<file path="config.mk">
export PLATFORM = sky130hd
export DESIGN_NAME = rom_bus_responder
export DESIGN_NICKNAME = d
export VERILOG_FILES = /design/src/rtl/rom_bus_responder_pkg.sv /design/src/rtl/mcs4_phase_tracker.sv /design/src/rtl/rom_bus_responder.sv
export SDC_FILE = /design/constraint.sdc
export NUM_CORES = 1
export LEC_CHECK = 0
export BUFFER_PORTS_ARGS = -buffer_cell sky130_fd_sc_hd__buf_2
export CORE_UTILIZATION = 55
export CTS_BUF_LIST = sky130_fd_sc_hd__clkbuf_4
export DETAILED_ROUTE_END_ITERATION = 10
export GPL_TIMING_DRIVEN = 0
export PLACE_DENSITY = 0.91
export SETUP_SLACK_MARGIN = 0.05
export SYNTH_ARGS = -nofsm -noshare
export SYNTH_HDL_FRONTEND = slang
export SYNTH_SLANG_ARGS = --single-unit
export TNS_END_PERCENT = 100
</file>
<file path="constraint.sdc">
create_clock -name sysclk -period 2.4 [get_ports sysclk]
set_clock_uncertainty 0.05 [all_clocks]
set_input_delay 0.24 -clock sysclk [delete_from_list [all_inputs] [get_ports sysclk]]
set_output_delay 0.24 -clock sysclk [all_outputs]
set_load 0.05 [all_outputs]
</file>
<file path="src/rtl/rom_bus_responder_pkg.sv">
// Shared definitions for MCS-4 bus-side responders.
// Phase encoding counts A1..X3 so a plain increment walks the cycle.
package rom_bus_responder_pkg;

  typedef enum logic [2:0] {
    PH_A1,
    PH_A2,
    PH_A3,
    PH_M1,
    PH_M2,
    PH_X1,
    PH_X2,
    PH_X3
  } phase_e;

  localparam logic [3:0] OPA_WRR = 4'b0010;
  localparam logic [3:0] OPA_RDR = 4'b1010;

endpackage

</file>
<file path="src/rtl/mcs4_phase_tracker.sv">
// Tracks the 8-phase MCS-4 instruction cycle from clk2 edges.
// sync on a step forces A1, so a stray sync realigns within one step.
module mcs4_phase_tracker
  import rom_bus_responder_pkg::*;
(
  input  logic   clk_i,
  input  logic   rst_i,
  input  logic   clk2_i,
  input  logic   sync_i,
  output logic   step_o,
  output phase_e phase_o,
  output phase_e phase_nxt_o
);

  logic   clk2_q;
  phase_e phase_q;

  assign step_o      = clk2_i & ~clk2_q;
  assign phase_nxt_o = sync_i ? PH_A1 : phase_e'(phase_q + 3'd1);
  assign phase_o     = phase_q;

  always_ff @(posedge clk_i or posedge rst_i) begin
    if (rst_i) begin
      clk2_q  <= 1'b0;
      phase_q <= PH_X3;
    end else begin
      clk2_q <= clk2_i;
      if (step_o) phase_q <= phase_nxt_o;
    end
  end

endmodule

</file>
<file path="src/rtl/rom_bus_responder.sv">
// ROM-side MCS-4 bus responder: address capture, OPR/OPA drive,
// and the SRC/WRR/RDR I/O port. All state moves on clk2 step events.
module rom_bus_responder
  import rom_bus_responder_pkg::*;
#(
  parameter logic [3:0] CHIP_ID = 4'h0
) (
  input  logic       sysclk,
  input  logic       poc,
  input  logic       clk1,
  input  logic       clk2,
  input  logic       sync,
  input  logic       cmrom,
  input  logic [3:0] data_in,
  output logic [3:0] data_out,
  output logic       data_oe,
  output logic [7:0] rom_addr,
  input  logic [7:0] rom_data,
  input  logic [3:0] io_in,
  output logic [3:0] io_out
);

  logic       step;
  phase_e     phase_q;
  phase_e     phase_nxt;
  logic [7:0] addr_q;
  logic [7:0] rom_addr_q;
  logic       rom_sel_q, rom_sel_d;
  logic       io_cyc_q;
  logic       io_sel_q;
  logic [3:0] opa_q;
  logic [3:0] io_out_q;
  logic [3:0] io_in_q;
  logic       data_oe_q, data_oe_d;
  logic       chip_hit;
  logic       rdr_hit;
  logic       wrr_hit;
  logic       unused_clk1;

  assign unused_clk1 = clk1;

  mcs4_phase_tracker u_phase (
    .clk_i       (sysclk),
    .rst_i       (poc),
    .clk2_i      (clk2),
    .sync_i      (sync),
    .step_o      (step),
    .phase_o     (phase_q),
    .phase_nxt_o (phase_nxt)
  );

  assign chip_hit = (data_in == CHIP_ID);
  assign rdr_hit  = io_cyc_q && io_sel_q && (opa_q == OPA_RDR);
  assign wrr_hit  = io_cyc_q && io_sel_q && (opa_q == OPA_WRR);

  // Drive enable is decided for the phase being entered.
  always_comb begin
    rom_sel_d = rom_sel_q;
    if (phase_q == PH_A1) rom_sel_d = 1'b0;
    if (phase_q == PH_A3) rom_sel_d = cmrom && chip_hit;
    data_oe_d = 1'b0;
    case (phase_nxt)
      PH_M1, PH_M2: data_oe_d = rom_sel_d;
      PH_X2:        data_oe_d = rdr_hit;
      default:      data_oe_d = 1'b0;
    endcase
  end

  always_comb begin
    data_out = 4'h0;
    if (data_oe_q) begin
      case (phase_q)
        PH_M1:   data_out = rom_data[7:4];
        PH_M2:   data_out = rom_data[3:0];
        PH_X2:   data_out = io_in_q;
        default: data_out = 4'h0;
      endcase
    end
  end

  always_ff @(posedge sysclk or posedge poc) begin
    if (poc) begin
      addr_q     <= 8'h00;
      rom_addr_q <= 8'h00;
      rom_sel_q  <= 1'b0;
      io_cyc_q   <= 1'b0;
      io_sel_q   <= 1'b0;
      opa_q      <= 4'h0;
      io_out_q   <= 4'h0;
      io_in_q    <= 4'h0;
      data_oe_q  <= 1'b0;
    end else if (step) begin
      data_oe_q <= data_oe_d;
      rom_sel_q <= rom_sel_d;
      case (phase_q)
        PH_A1: addr_q[3:0] <= data_in;
        PH_A2: addr_q[7:4] <= data_in;
        PH_A3: rom_addr_q  <= addr_q;
        PH_M2: begin
          if (cmrom) begin
            opa_q    <= data_in;
            io_cyc_q <= 1'b1;
          end
        end
        PH_X1: io_in_q <= io_in;
        PH_X2: begin
          // io_cyc separates SRC from the port write.
          if (cmrom && !io_cyc_q) io_sel_q <= chip_hit;
          else if (wrr_hit)       io_out_q <= data_in;
        end
        PH_X3: io_cyc_q <= 1'b0;
        default: ;
      endcase
    end
  end

  assign data_oe  = data_oe_q;
  assign rom_addr = rom_addr_q;
  assign io_out   = io_out_q;

endmodule

</file>
==> results of run 1 <==
worst max-delay path: cells and delay by family, from the launching register on:
kind / cells / cell delay (ps)
compound gates: 1 / 410
fa+ha+maj: 1 / 180
buf+inv: 2 / 260
flops: 1 / 570
simple gates: 2 / 330
registers in the layout (all words and copies together) (netlist names):
signal,count
rom_sel_q,1
io_in_q,4
u_phase.clk2_q,1
u_phase.phase_o,3
io_out,4
io_sel_q,1
rom_addr,8
addr_q,8
data_oe,1
io_cyc_q,1
opa_q,4
Yosys cell counts (all sizes together) (3+ instances only):
cell type | n | area share (%)
inv | 4 | 0.90
nand2 | 5 | 1.1
a222oi | 4 | 2.4
nor2 | 9 | 2.0
ha | 6 | 4.5
and2 | 3 | 1.1
dfstp | 3 | 4.7
dfrtp | 33 | 50
clkbuf | 3 | 0.75
mux2 | 29 | 20
nor3b | 4 | 2.1
o21ai | 4 | 1.2
metal layers:
layer  vias to the layer above  GRT usage, %  share of wire, %  wire (um)
met5                         -             0                 0          0
met4                         0          13.2               1.9         72
met3                        10          7.03               4.7        175
met2                        41          39.8                51       1900
met1                       601          28.5                42       1580
li1                        565             -                 -          -
power by group through the flow:
stage | sequential [mW] | combinational, mW | clock, mW
after CTS | 0.872 | 0.630 | 0.337
after detailed placement | 0.884 | 0.619 | 0
final | 0.874 | 0.666 | 0.328
after floorplan | 1.10 | 0.240 | 0
after global placement | 0.869 | 0.594 | 0
after global routing | 0.898 | 0.703 | 0.358
logic make-up (layout without fill, tap and decap cells):
kind of cell / after synthesis / count (layout) / share of synthesized area, %
fa+ha+maj: 6 / 6 / 4.50
simple gates: 32 / 32 / 11.6
flops: 36 / 36 / 54.3
mux: 29 / 29 / 20.5
compound gates: 15 / 15 / 6.83
buf+inv: 8 / 61 / 2.33
cell usage in the layout, fill, tap and decap left out, types with 2 or more instances in the layout:
cell	count
dfrtp_1	33
buf_2	33
mux2_2	25
nor2_1	9
buf_4	9
clkbuf_4	6
nand2_1	5
mux2_4	4
a222oi_1	4
nor3b_1	3
buf_6	3
o21ai_0	3
ha_1	3
dfstp_2	3
nor3_1	2
a21o_1	2
inv_2	2
inv_1	2
nor4_1	2
and2_1	2
ha_4	2
dlygate4sd3_1	2
timing repair:
action                                 4_1_cts  5_1_grt
setup endpoints to repair                    4        4
pin swaps                                    0        3
buffers inserted                             2        5
endpoints found under the hold margin        1        1
resized for setup                            3       13
hold buffers                                 1        1
path summary, 6_finish.rpt:
path | startpoint | to | slack, ps | cells after the start
min | sync | u_phase.phase_o[2] | 30 | 2
max in group asynchronous | poc | rom_addr[2] | 1340 | 3
min in group asynchronous | poc | rom_sel_q | 500 | 3
max | u_phase.phase_o[0] | data_out[3] | 20 | 6
max reg2reg | u_phase.phase_o[0] | addr_q[4] | 350 | 5
min reg2reg | opa_q[2] | opa_q[2] | 460 | 1
stage by stage:
stage / utilization (%) / instance area, sq um
finish: 73.6 / 2060
global route: 73.6 / 2060
CTS: 70.3 / 1970
detailed placement: 67.4 / 1890
global placement: 67.4 / 1890
floorplan: - / 1670
layout make-up:
class / instances / area [sq um] / share of cell area [%]
sequential: 36 / 905 / 43.8
clock inverter: 2 / 11.3 / 0.546
inverter: 4 / 15.0 / 0.728
clock buffer: 6 / 45.0 / 2.18
timing repair buffer: 46 / 275 / 13.3
tap: 31 / 38.8 / 1.88
buffer: 3 / 20.0 / 0.970
multi-input combinational: 82 / 753 / 36.5
==> metrics.txt, run 1 <==
outcome finished clean; first-pass GRT wire length 5780 um; TritonCTS clock tree yes; # diodes 0; Mapped Nets 154; WL final 3730 um; Slew HR 52.3%; clk sinks 36; Overall Global Routing Usage 24.1%; Clk Latency, worst-skew pair 350 ps; Rows 19; TNS Setup 0 ps; Antenna Nets Post-Route 0; Post-Syn Area approximately 1700 sq um; hpwl dp 2460 um; Max FO, Critical Path 5; Fillers 182; EDFF count, synth 0; WS Path Type reg -> out; io pins 39; Slowest cell on crit path dfstp_2; vias 1217; Die Y 57.0 um; Fin. Hold Viols 0; die width about 57 um; RD Place Congestion 0.886; initial antenna violation count 0; Worst setup EP type primary output; clk slew on worst S/H paths 110 ps; ys flop type dfrtp_1; yosys warns 0; core area 2810 sq um; hold slack 30.3 ps; RSZ-0062 raised after global routing true; max-cap check violation count 0; clock root buffer clkbuf_4; clock buffer depth 2; Seq pwr share 46.8%; final total power 1.87 mW; sw frac 37.8%; Finished Layout Cells 210; Final setup viols 0; switching power 705 uW; vias in the first global route about 1300; Worst Setup Start Kind register; Tmin final 2380 ps; Port Buf Inserts 37; setup ws final 19.4 ps; post-place setup slack 153 ps; Hold Path Class in -> reg; die area 3250 sq um; pwr dens 905 nW/um^2; Int Pwr 1.16 mW; Peak supply drop 0.000748 V; Layout Nets 206; Cells after Synth 126; leak pwr 0.993 nW; final slew viol count 0; critical path data required time between 2000 and 2500 ps; Area growth, synth to finish 23.8%; Final period util between 90% and 100%; worst slew pin tran just over 700 ps; placed cells 194; register area share after synthesis 54.3%; CTS Buf Count 5; H-tree Lvls 2; GRT overflow 0; worst endpoint data arrival time approximately 2100 ps; Comb pwr share 35.6%; Residual DRC 0; proportion of layout cells with a drive suffix above 1 ~52%; synthesized area per cell roughly 13 sq um; largest net degree at the start of global routing 37; fraction of registers with async set/reset 100%; crit-path cells inv_2, ha_4, and2_1, a222oi_1, nor2_1, buf_6; WL/cell approximately 18 um; DR vias/cell 5.80; starting density of the core between 50 and 60%; Distinct cells, synth 31; Clk network pwr share 17.6%; drt first pass iters 4; #FFs+latches synth 36; Initial DRC Count 53; CP max stage delay 570 ps; Peak Freq 0.420 GHz
(Power assumes the default switching activity.)
==> run 2: changes to the inputs <==
- HOLD_SLACK_MARGIN: not set -> 0.06
==> metrics.txt, run 2 (synthesis gave the netlist of run 1 again) <==
Final setup viols 0; Tmin final 2340 ps; first-pass GRT wire length 5910 um; Final period util 97.5%; WL final roughly 3800 um; Peak supply drop 0.000751 V; flop2flop setup slack 330 ps; proportion of layout cells with a drive suffix above 1 51.4%; post-place setup slack 153 ps; Reg-to-Reg End addr_q[4]; Hold Path Class in -> reg; RD Place Congestion 0.886; Worst setup EP type primary output; CP bufs+invs 2; TritonCTS clock tree yes; Clk Latency, worst-skew pair 360 ps; TNS Setup 0 ps; final slew viol count 0; hpwl dp 2460 um; Fin. Hold Viols 0; H-tree Lvls 2; clk slew on worst S/H paths 110 ps; most frequent cells in the layout 33 x dfrtp_1, 33 x buf_2, 25 x mux2_2; outcome finished clean; clock root buffer clkbuf_4; Rows 19; clock buffer depth 2; Peak Freq roughly 0.43 GHz; # diodes 0; worst endpoint data arrival time 2050 ps; Fillers 184; RSZ-0062 raised after global routing false; WL/cell 17.6 um; Antenna Nets Post-Route 0; setup ws final around 60 ps; largest net degree at the start of global routing 37; Finished Layout Cells approximately 210; die area 3250 sq um; hold_sp io_in[2]; drt first pass iters 4; CTS Buf Count 5; DR vias/cell 5.79; vias in the first global route 1275; Die Y 57.0 um; crit-path cells buf_4, ha_1, ha_2, a222oi_1, nor2_1, buf_6; crit path capture data_out[3]; WS Path Type reg -> out; critical path data required time 2110 ps; Slowest cell on crit path dfstp_2; Initial DRC Count 47; clk sinks 36; initial antenna violation count 0; FF-to-FF path depth 5; origin of the critical flop-to-flop path u_phase.phase_o[0]; pwr dens 896 nW/um^2; Worst Setup Start Kind register; Layout Nets 210; leak pwr 1.01 nW; Stages on worst setup path 6; CP top delay family adder cells; starting density of the core 59.4%; die width 57.0 um; Residual DRC 0; Overall Global Routing Usage around 25%; Max FO, Critical Path 5; Slew HR roughly 53%; max-cap check violation count 0; Area growth, synth to finish 26.4%; Port Buf Inserts 37; io pins 39; vias 1238; GRT overflow 0; placed cells between 150 and 200; worst slew pin tran 711 ps; Setup crit start u_phase.phase_o[0]; core area 2810 sq um; CP max stage delay 400 ps
[run 2: how the worst min path moves through the flow]
stage | endpoint | slack [ps] | cells past startpoint
finish | io_in_q[2] | 80 | 2
global route | io_in_q[2] | 70 | 2
CTS | io_in_q[2] | 60 | 2
detailed placement | u_phase.clk2_q | 350 | 1
global placement | u_phase.clk2_q | 340 | 1
floorplan | u_phase.clk2_q | 220 | 0
[run 2: power by group]
group	internal [mW]	switching (mW)
logic	0.266	0.414
clock network	0.123	0.211
registers	0.780	0.0921
[run 2: cell type report]
type	count	area (sq um)	share of cell area, %
inverters	4	15.0	0.713
repair buffers	50	315	15.0
clock inverters	2	11.3	0.535
plain buffers	3	20.0	0.951
flip-flops and latches	36	905	43.0
well taps	31	38.8	1.84
clock buffers	6	45.0	2.14
multi-input cells	82	756	35.9
[run 2: what timing repair did]
| action | CTS | global route |
|---|---|---|
| hold endpoints to repair | 5 | 33 |
| hold buffers | 5 | 1 |
| resized for setup | 3 | 14 |
| setup endpoints to repair | 4 | 4 |
| setup buffers | 2 | 5 |
| pin swaps | 0 | 4 |
[run 2: per-stage QoR]
| step | power, mW | hold slack [ps] | util (%) | cell area (sq um) |
|---|---|---|---|---|
| 2_1_floorplan | 1.34 | 221 | - | 1670 |
| 3_3_place_gp | 1.46 | 344 | 67.4 | 1890 |
| 3_5_place_dp | 1.50 | 347 | 67.4 | 1890 |
| 4_1_cts | 1.84 | 63.8 | 71.8 | 2010 |
| 5_1_grt | 1.97 | 74.1 | 75.1 | 2110 |
| 6_report | 1.89 | 76.1 | 75.1 | 2110 |
[run 2: metal layers]
layer	vias to the layer above	track usage (%)	wire length, um
li1	568	-	-
met1	626	29.8	1580
met2	36	42.5	1950
met3	8	6.58	163
met4	0	10.8	81
met5	-	0	0
[run 2: worst reg2reg max path, cell delays in order, from the launching register on]
cell	delay [ps]
dfstp_2	570
buf_4	120
buf_4	130
ha_1	190
nor3b_1	490
mux2_2	410
==> run 3: changes to the inputs <==
- CORE_UTILIZATION: 55 -> 59
- PLACE_DENSITY: 0.91 -> 0.95
- clock period: 2.4 -> 3 ns (I/O delays scaled with it)
==> metrics.txt, run 3 (synthesis gave the netlist of run 1 again) <==
Reg-to-Reg End data_oe; WL/cell around 16 um; TNS Setup 0 ps; Hold Path Class in -> async; Peak supply drop 0.000694 V; clk sinks 36; die width about 55 um; H-tree Lvls 2; Antenna Nets Post-Route 0; io pins 39; clock buffer depth 2; Tmin final approximately 2700 ps; most common cell after layout, fill and taps aside buf_2; RSZ-0062 raised after global routing false; most frequent cells in the layout 37 x buf_2, 33 x dfrtp_1, 25 x mux2_2; outcome finished clean; GRT overflow 0; die area around 3000 sq um; vias in the first global route 1028; proportion of layout cells with a drive suffix above 1 48.0%; Clk Latency, worst-skew pair ~340 ps; DR vias/cell 5.85; CP max stage delay 560 ps; Fin. Hold Viols 0; crit-path cells clkbuf_1, inv_1, ha_1, a222oi_1, nor2_1, buf_2; Final Core Density 76.7%; hpwl dp 2320 um; critical path data required time 2650 ps; Worst Setup Start Kind register; Die Y 55.2 um; Max FO, Critical Path 10; Area growth, synth to finish 18.2%; clk slew on worst S/H paths 110 ps; Final period util about nine tenths; starting density of the core 64.9%; largest net degree at the start of global routing 37; WL final 3190 um; WS Path Type reg -> out; Final setup viols 0; Overall Global Routing Usage between 20% and 30%; worst slew pin tran approximately 730 ps; final slew viol count 0; Slew HR 51.3%; # diodes 0; origin of the critical flop-to-flop path u_phase.phase_o[2]; drt first pass iters 4; Initial DRC Count 17; Slowest cell on crit path dfstp_2; Worst setup EP type primary output; TritonCTS clock tree yes; CTS Hold Bufs 0; clock root buffer clkbuf_4; worst endpoint data arrival time 2340 ps; CTS Buf Count 5; Layout Nets 198; pwr dens 776 nW/um^2; FF-to-FF path depth 7; Fillers 171; Port Buf Inserts 37; Residual DRC 0; first-pass GRT wire length between 4000 and 5000 um; vias 1175; leak pwr approximately 0.96 nW; RD Place Congestion roughly 0.85; core area 2570 sq um; max-cap check violation count 0; initial antenna violation count 0; flop2flop setup slack 800 ps; Rows 18; Peak Freq 0.372 GHz
## run 3: final cells by class
type / count / area [sq um] / area share, %
Clock inverter: 2 / 35.0 / 1.78
Multi-Input combinational cell: 82 / 723 / 36.7
Buffer: 4 / 23.8 / 1.21
Clock buffer: 6 / 45.0 / 2.29
Sequential cell: 36 / 905 / 45.9
Timing Repair Buffer: 37 / 185 / 9.40
Inverter: 4 / 15.0 / 0.762
Tap cell: 30 / 37.5 / 1.91
## run 3: layer usage
metal	GRT usage, %	part of all wire [%]
met1	31.2	44
met2	36.7	49
met3	5.74	5.6
met4	6.25	1.1
met5	0	0
## run 3: report_power, final
group | leakage [nW] | total (mW) | switching, mW | internal, mW
logic | 0.471 | 0.489 | 0.308 | 0.181
clock network | 0.0456 | 0.341 | 0.158 | 0.184
registers | 0.447 | 0.697 | 0.0726 | 0.624
## run 3: repair_timing
action	CTS	global route
buffers inserted	0	0
endpoints found under the setup margin	0	4
hold endpoints to repair	0	0
gates resized for setup	0	1
## run 3: worst max path at each step
stage	slack, ps	cells after the start	to	from
CTS	270	6	data_out[0]	u_phase.phase_o[2]
detailed placement	640	6	data_out[0]	u_phase.phase_o[2]
floorplan	830	4	data_out[0]	u_phase.phase_o[0]
global placement	750	6	data_out[2]	u_phase.phase_o[2]
global route	170	6	data_out[2]	u_phase.phase_o[2]
finish	310	6	data_out[2]	u_phase.phase_o[2]
## run 3: through the flow
stage	hold WS, ps	cells	worst slack [ps]	total power, mW	area, sq um
floorplan	281	126	835	1.07	1670
global placement	415	193	745	1.17	1890
detailed placement	419	193	643	1.20	1890
CTS	79.4	201	266	1.54	1970
global route	67.4	201	165	1.60	1970
finish	14.0	201	309	1.53	1970
## run 3: worst max-delay path: cells and delay by family (launching register included)
kind                     cells  cell delay [ps]
buffers and inverters        3              690
flip-flops                   1              560
adder cells (fa/ha/maj)      1              290
AO/OA/AOI/OAI                1              390
AND/OR/NAND/NOR              1               70
